--- src/rtl/muldiv_ctrl_if.sv ---
// Handshake bundle between the EX-stage mul/div sequencer and the multiplier/divider units.
// The master (sequencer) launches and cancels operations; the slave (units) returns results.
interface muldiv_ctrl_if;
  logic        mul_start;
  logic        mul_signed;
  logic [63:0] mul_result;
  logic        div_start;
  logic        div_signed;
  logic        div_cancel;
  logic        div_done;
  logic [31:0] div_q;
  logic [31:0] div_r;

  modport master (
    output mul_start, mul_signed, div_start, div_signed, div_cancel,
    input  mul_result, div_done, div_q, div_r
  );

  modport slave (
    input  mul_start, mul_signed, div_start, div_signed, div_cancel,
    output mul_result, div_done, div_q, div_r
  );
endinterface

--- src/rtl/muldiv_ctrl.sv ---
// EX-stage MULT/MULTU/DIV/DIVU sequencer: launches mul/div, stalls IF..EX, then issues one HI/LO write.
// Latency: MULT hilo_we MUL_LAT+1 cycles after accept, DIV one cycle after div_done; stall_o holds the pipe meanwhile.
module muldiv_ctrl #(
  parameter int         MUL_LAT   = 2,
  parameter int         CNT_W     = 4,
  parameter logic [4:0] ALU_MULT  = 5'h0A,
  parameter logic [4:0] ALU_MULTU = 5'h0B,
  parameter logic [4:0] ALU_DIV   = 5'h0C,
  parameter logic [4:0] ALU_DIVU  = 5'h0D
) (
  input  logic              clk,
  input  logic              resetn,
  input  logic              op_valid,
  input  logic [4:0]        alucontrol,
  input  logic              flush,
  input  logic              b_zero,
  muldiv_ctrl_if.master     mdu,
  output logic              stall_o,
  output logic              busy,
  output logic              hilo_we,
  output logic [31:0]       hi_o,
  output logic [31:0]       lo_o
);

  typedef enum logic [1:0] {IDLE, MUL_WAIT, DIV_WAIT, DONE} state_t;

  state_t           state;
  state_t           state_nxt;
  logic [CNT_W-1:0] cnt;
  logic             is_mul;
  logic             is_div;
  logic             mul_fire;
  logic             div_fire;
  logic             mul_sgn;
  logic             div_sgn;
  logic             cancel;

  // Gating with resetn keeps every output low while reset is asserted, even with op_valid high.
  assign is_mul = resetn && op_valid && (alucontrol == ALU_MULT || alucontrol == ALU_MULTU);
  assign is_div = resetn && op_valid && (alucontrol == ALU_DIV  || alucontrol == ALU_DIVU);

  always_comb begin
    state_nxt = state;
    mul_fire  = 1'b0;
    mul_sgn   = 1'b0;
    div_fire  = 1'b0;
    div_sgn   = 1'b0;
    cancel    = 1'b0;
    hilo_we   = 1'b0;
    case (state)
      IDLE: begin
        if (!flush) begin
          if (is_mul) begin
            mul_fire  = 1'b1;
            mul_sgn   = (alucontrol == ALU_MULT);
            state_nxt = MUL_WAIT;
          end else if (is_div && !b_zero) begin
            div_fire  = 1'b1;
            div_sgn   = (alucontrol == ALU_DIV);
            state_nxt = DIV_WAIT;
          end
        end
      end
      MUL_WAIT: begin
        if (flush)            state_nxt = IDLE;
        else if (cnt == '0)   state_nxt = DONE;
      end
      DIV_WAIT: begin
        if (flush) begin
          cancel    = 1'b1;
          state_nxt = IDLE;
        end else if (mdu.div_done) begin
          state_nxt = DONE;
        end
      end
      DONE: begin
        // The finished instruction is still in EX here, so op_valid must not relaunch it.
        hilo_we   = !flush;
        state_nxt = IDLE;
      end
      default: state_nxt = IDLE;
    endcase
  end

  assign mdu.mul_start  = mul_fire;
  assign mdu.mul_signed = mul_sgn;
  assign mdu.div_start  = div_fire;
  assign mdu.div_signed = div_sgn;
  assign mdu.div_cancel = cancel;

  assign stall_o = mul_fire || div_fire || (state == MUL_WAIT) || (state == DIV_WAIT);
  assign busy    = (state != IDLE);

  always_ff @(posedge clk or negedge resetn) begin
    if (!resetn) begin
      state <= IDLE;
      cnt   <= '0;
      hi_o  <= '0;
      lo_o  <= '0;
    end else begin
      state <= state_nxt;
      if (mul_fire)
        cnt <= CNT_W'(MUL_LAT - 1);
      else if (state == MUL_WAIT && cnt != '0)
        cnt <= cnt - CNT_W'(1);

      if (state == MUL_WAIT && !flush && cnt == '0) begin
        hi_o <= mdu.mul_result[63:32];
        lo_o <= mdu.mul_result[31:0];
      end else if (state == DIV_WAIT && !flush && mdu.div_done) begin
        hi_o <= mdu.div_r;
        lo_o <= mdu.div_q;
      end
    end
  end

endmodule

--- src/flat_wrapper.sv ---
// flat-port wrapper written by rule: the top's interface ports become plain ports
module muldiv_ctrl_flat 
#(
  parameter int         MUL_LAT   = 2,
  parameter int         CNT_W     = 4,
  parameter logic [4:0] ALU_MULT  = 5'h0A,
  parameter logic [4:0] ALU_MULTU = 5'h0B,
  parameter logic [4:0] ALU_DIV   = 5'h0C,
  parameter logic [4:0] ALU_DIVU  = 5'h0D
)
  (clk, resetn, op_valid, alucontrol, flush, b_zero, stall_o, busy, hilo_we, hi_o, lo_o, mdu_mul_start, mdu_mul_signed, mdu_div_start, mdu_div_signed, mdu_div_cancel, mdu_mul_result, mdu_div_done, mdu_div_q, mdu_div_r);
  muldiv_ctrl_if mdu_i ();
  input  logic clk;
  input  logic resetn;
  input  logic op_valid;
  input  logic [4:0] alucontrol;
  input  logic flush;
  input  logic b_zero;
  output logic stall_o;
  output logic busy;
  output logic hilo_we;
  output logic [31:0] hi_o;
  output logic [31:0] lo_o;
  output wire logic [$bits(mdu_i.mul_start)-1:0] mdu_mul_start;
  output wire logic [$bits(mdu_i.mul_signed)-1:0] mdu_mul_signed;
  output wire logic [$bits(mdu_i.div_start)-1:0] mdu_div_start;
  output wire logic [$bits(mdu_i.div_signed)-1:0] mdu_div_signed;
  output wire logic [$bits(mdu_i.div_cancel)-1:0] mdu_div_cancel;
  input wire logic [$bits(mdu_i.mul_result)-1:0] mdu_mul_result;
  input wire logic [$bits(mdu_i.div_done)-1:0] mdu_div_done;
  input wire logic [$bits(mdu_i.div_q)-1:0] mdu_div_q;
  input wire logic [$bits(mdu_i.div_r)-1:0] mdu_div_r;
  assign mdu_mul_start = mdu_i.mul_start;
  assign mdu_mul_signed = mdu_i.mul_signed;
  assign mdu_div_start = mdu_i.div_start;
  assign mdu_div_signed = mdu_i.div_signed;
  assign mdu_div_cancel = mdu_i.div_cancel;
  assign mdu_i.mul_result = mdu_mul_result;
  assign mdu_i.div_done = mdu_div_done;
  assign mdu_i.div_q = mdu_div_q;
  assign mdu_i.div_r = mdu_div_r;
  muldiv_ctrl #(.MUL_LAT(MUL_LAT), .CNT_W(CNT_W), .ALU_MULT(ALU_MULT), .ALU_MULTU(ALU_MULTU), .ALU_DIV(ALU_DIV), .ALU_DIVU(ALU_DIVU)) u_core (.clk(clk), .resetn(resetn), .op_valid(op_valid), .alucontrol(alucontrol), .flush(flush), .b_zero(b_zero), .mdu(mdu_i), .stall_o(stall_o), .busy(busy), .hilo_we(hilo_we), .hi_o(hi_o), .lo_o(lo_o));
endmodule
--- config.mk ---
export PLATFORM = sky130hd
export DESIGN_NAME = muldiv_ctrl_flat
export DESIGN_NICKNAME = d
export VERILOG_FILES = /design/src/rtl/muldiv_ctrl_if.sv /design/src/rtl/muldiv_ctrl.sv /design/src/flat_wrapper.sv
export SDC_FILE = /design/constraint.sdc
export NUM_CORES = 1
export LEC_CHECK = 0
export ABC_AREA = 1
export CAP_MARGIN = 5
export CORE_ASPECT_RATIO = 1.4
export CORE_MARGIN = 8
export CORE_UTILIZATION = 37
export CTS_BUF_LIST = sky130_fd_sc_hd__clkbuf_4
export DETAILED_ROUTE_END_ITERATION = 7
export PLACE_DENSITY = 0.85
export SLEW_MARGIN = 25
export SYNTH_ARGS = -nofsm -noshare
export SYNTH_HDL_FRONTEND = slang
export SYNTH_SLANG_ARGS = --single-unit
--- constraint.sdc ---
create_clock -name clk -period 1.5 [get_ports clk]
set_input_delay 0.15 -clock clk [delete_from_list [all_inputs] [get_ports clk]]
set_output_delay 0.15 -clock clk [all_outputs]
set_load 0.005 [all_outputs]
==> results.sh <==
export IMPL_wirelength_um=15900
export IMPL_final_hold_viol_count=0
export IMPL_pin_count=211
export IMPL_layout_drive_gt1_share=0.242
export IMPL_die_area_sq_um=14300
export IMPL_viasPerCell=5.26
export IMPL_rrSetupSlack_ns=-0.30
export IMPL_grt_pass1_wl_um=24000
export IMPL_tightest_slew_ns=0.884
export IMPL_holdWs_ns=0.0209
export IMPL_cts_tree="yes"
export IMPL_grt_total_usage=0.215
export IMPL_cts_sinks=70
export IMPL_grt_max_degree=71
export IMPL_pre_cts_slack_ns=-0.473
export IMPL_synth_seq_area_share=0.444
export IMPL_synthesis_area_sq_um=3940
export IMPL_avgSynthCellArea_sq_um=8.76
export IMPL_path_class="reg2out"
export IMPL_crit_path_max_incr_delay_ns=0.42
export IMPL_drtIter0Drc=164
export IMPL_worstSetupEndpointType="primary output"
export IMPL_hpwl_um=10500
export IMPL_gp_congestion=0.858
export IMPL_start_util=0.379
export IMPL_finalSetupViolCount=74
export IMPL_rsz0062_at_grt="yes"
export IMPL_critPathRequiredTime_ns=1.35
export IMPL_insertion_delay_ns=0.41
export IMPL_status="finished with violations"
export IMPL_rows=44
export IMPL_worst_path_buf_inv=3
export IMPL_fp_dieW_um=103
export IMPL_coreArea_sq_um=10400
export IMPL_path_delay_family="flip-flops"
export IMPL_final_nets=837
export IMPL_synth_top_area_frac=0.444
export IMPL_numPortBuffers=210
export IMPL_grt_util_met1=0.224
export IMPL_cts_root_buffer="clkbuf_4"
export IMPL_worst_endpoint_arrival_ns=1.66
export IMPL_clock_fmax_ghz=0.552
export IMPL_cpMaxStageDelayCell="dfrtp_1"
export IMPL_violations="setup timing"
export IMPL_drt_pass1_iterations=4
export IMPL_setup_ws_ns=-0.310
export IMPL_min_period_ns=1.81
export IMPL_cap_violations=0
export IMPL_worst_hold_path_type="in2async"
export IMPL_vdd_drop_max_v=0.000629
export IMPL_drc=0
export IMPL_die_h_um=138
export IMPL_ys_types=23
export IMPL_cts_hold_buf=0
export IMPL_synth_nets=595
export IMPL_finalCritPeriodShare=1.21
export IMPL_path_cells="buf_4, buf_4, ha_2, nor2_2, nand3_2, buf_2"
export IMPL_ant_nets=0
export IMPL_p_leak_nw=3.46
export IMPL_antenna_cells=0
export IMPL_numCtsBuffers=9
export IMPL_final_max_slew_viol_count=0
export IMPL_wire_per_inst_um=19.0
export IMPL_total_power_mw=9.12
export IMPL_clk_pin_slew_ns=0.11
export IMPL_grt_util_met2=0.376
export IMPL_syn_inst=450
export IMPL_slew_headroom=0.411
export IMPL_syn_to_final_growth_pct=75.2
export IMPL_power_density_nw_per_um2=1320
export IMPL_routed_via_count=4392
export IMPL_path_common_cell="buf_4"
export IMPL_synth_seq_cells=70
export IMPL_yosysTopAreaCell="dfrtp_1"
export IMPL_worst_path_max_fanout=3
export IMPL_mostFrequentLayoutCells="clkdlybuf4s50_1, nand3_1, nand2_1, dfrtp_1, nand3_2"
export IMPL_grt_use_met3=0.0593
export IMPL_grt_busiest_layer="met2"
export IMPL_antenna_found_initial=0
export IMPL_yosys_top_cells_area="dfrtp_1, nand3_1, nand3_2"
export IMPL_htree_levels=3
export IMPL_mostFrequentLayoutCell="clkdlybuf4s50_1"
export IMPL_synth_warnings=0
export IMPL_critPathLaunchType="flip-flop"
export IMPL_skew_ns=0.0113
export IMPL_cts_max_path_buffers=2
export IMPL_grt_pass1_vias=4712
export IMPL_gr_total_overflow=0
-- area by class of cell --
class	instances	area, sq um
Clock buffer	10	75.1
Inverter	21	88.8
Tap cell	138	173
Multi-Input combinational cell	326	1950
Timing Repair Buffer	264	2810
Clock inverter	6	52.6
Fill cell	818	3500
Sequential cell	70	1750
-- flip-flops by register name (all words and copies together) (netlist names) --
register,cells
u_core.state,2
u_core.lo_o,32
u_core.hi_o,32
u_core.cnt,4
-- cell families after synthesis --
family	count (synthesis)	share of synthesized area
AND/OR/NAND/NOR	315	0.449
flip-flops	70	0.444
buffers and inverters	54	0.0803
adder cells (fa/ha/maj)	6	0.0190
AO/OA/AOI/OAI	4	0.00508
XOR/XNOR	1	0.00222
-- worst paths after layout --
| kind | start | end | depth (start not counted) |
|---|---|---|---|
| max | u_core.state[0] | stall_o | 6 |
| min | resetn | u_core.lo_o[30] | 2 |
| max reg2reg | u_core.state[0] | u_core.hi_o[3] | 9 |
| min reg2reg | u_core.hi_o[14] | u_core.hi_o[14] | 2 |
| max in group asynchronous | resetn | u_core.hi_o[3] | 2 |
| min in group clk | mdu_mul_result[4] | u_core.lo_o[4] | 3 |
-- cell usage after synthesis --
master and number:
o21ai_1 1, nand3b_1 1, inv_2 4, nor2_1 12, nand4_1 1, buf_2 13
buf_4 2, nand3_1 144, clkbuf_1 1, o21ai_0 2, buf_6 12, nor3_1 1
nand2_2 2, inv_1 17, nor2_2 1, ha_1 6, nand2_1 92, a21oi_1 1
dfrtp_1 70, nor2_8 1, buf_1 5, xor2_1 1, nand3_2 60
-- repair_timing --
item	in CTS	in global routing
gates resized for setup	80	49
hold endpoints to repair	0	0
setup endpoints to repair	87	112
buffers inserted	21	5
cloned	5	1
pin swaps	10	6
-- where the power goes --
part,switching (mW),internal (mW)
sequential,0.489,2.74
clock,0.657,0.509
combinational,2.01,2.71
-- stage by stage --
step           TNS [ns]  area (sq um)  std cells   util
2_1_floorplan         0          3940        450      -
3_3_place_gp     -11.56          6250        793  0.601
3_5_place_dp     -14.05          6250        793  0.601
4_1_cts          -11.40          6760        832  0.649
5_1_grt          -18.82          6900        835  0.664
6_report         -14.45          6900        835  0.664
-- metal layers --
metal  share of wire  wire (um)  vias to the layer above
li1                -          -                     2014
met1            0.35       5640                     2113
met2            0.52       8290                      211
met3           0.078       1240                       54
met4           0.046        724                        0
met5               0          0                        -
No activity file was read; power rests on OpenSTA's default activity.
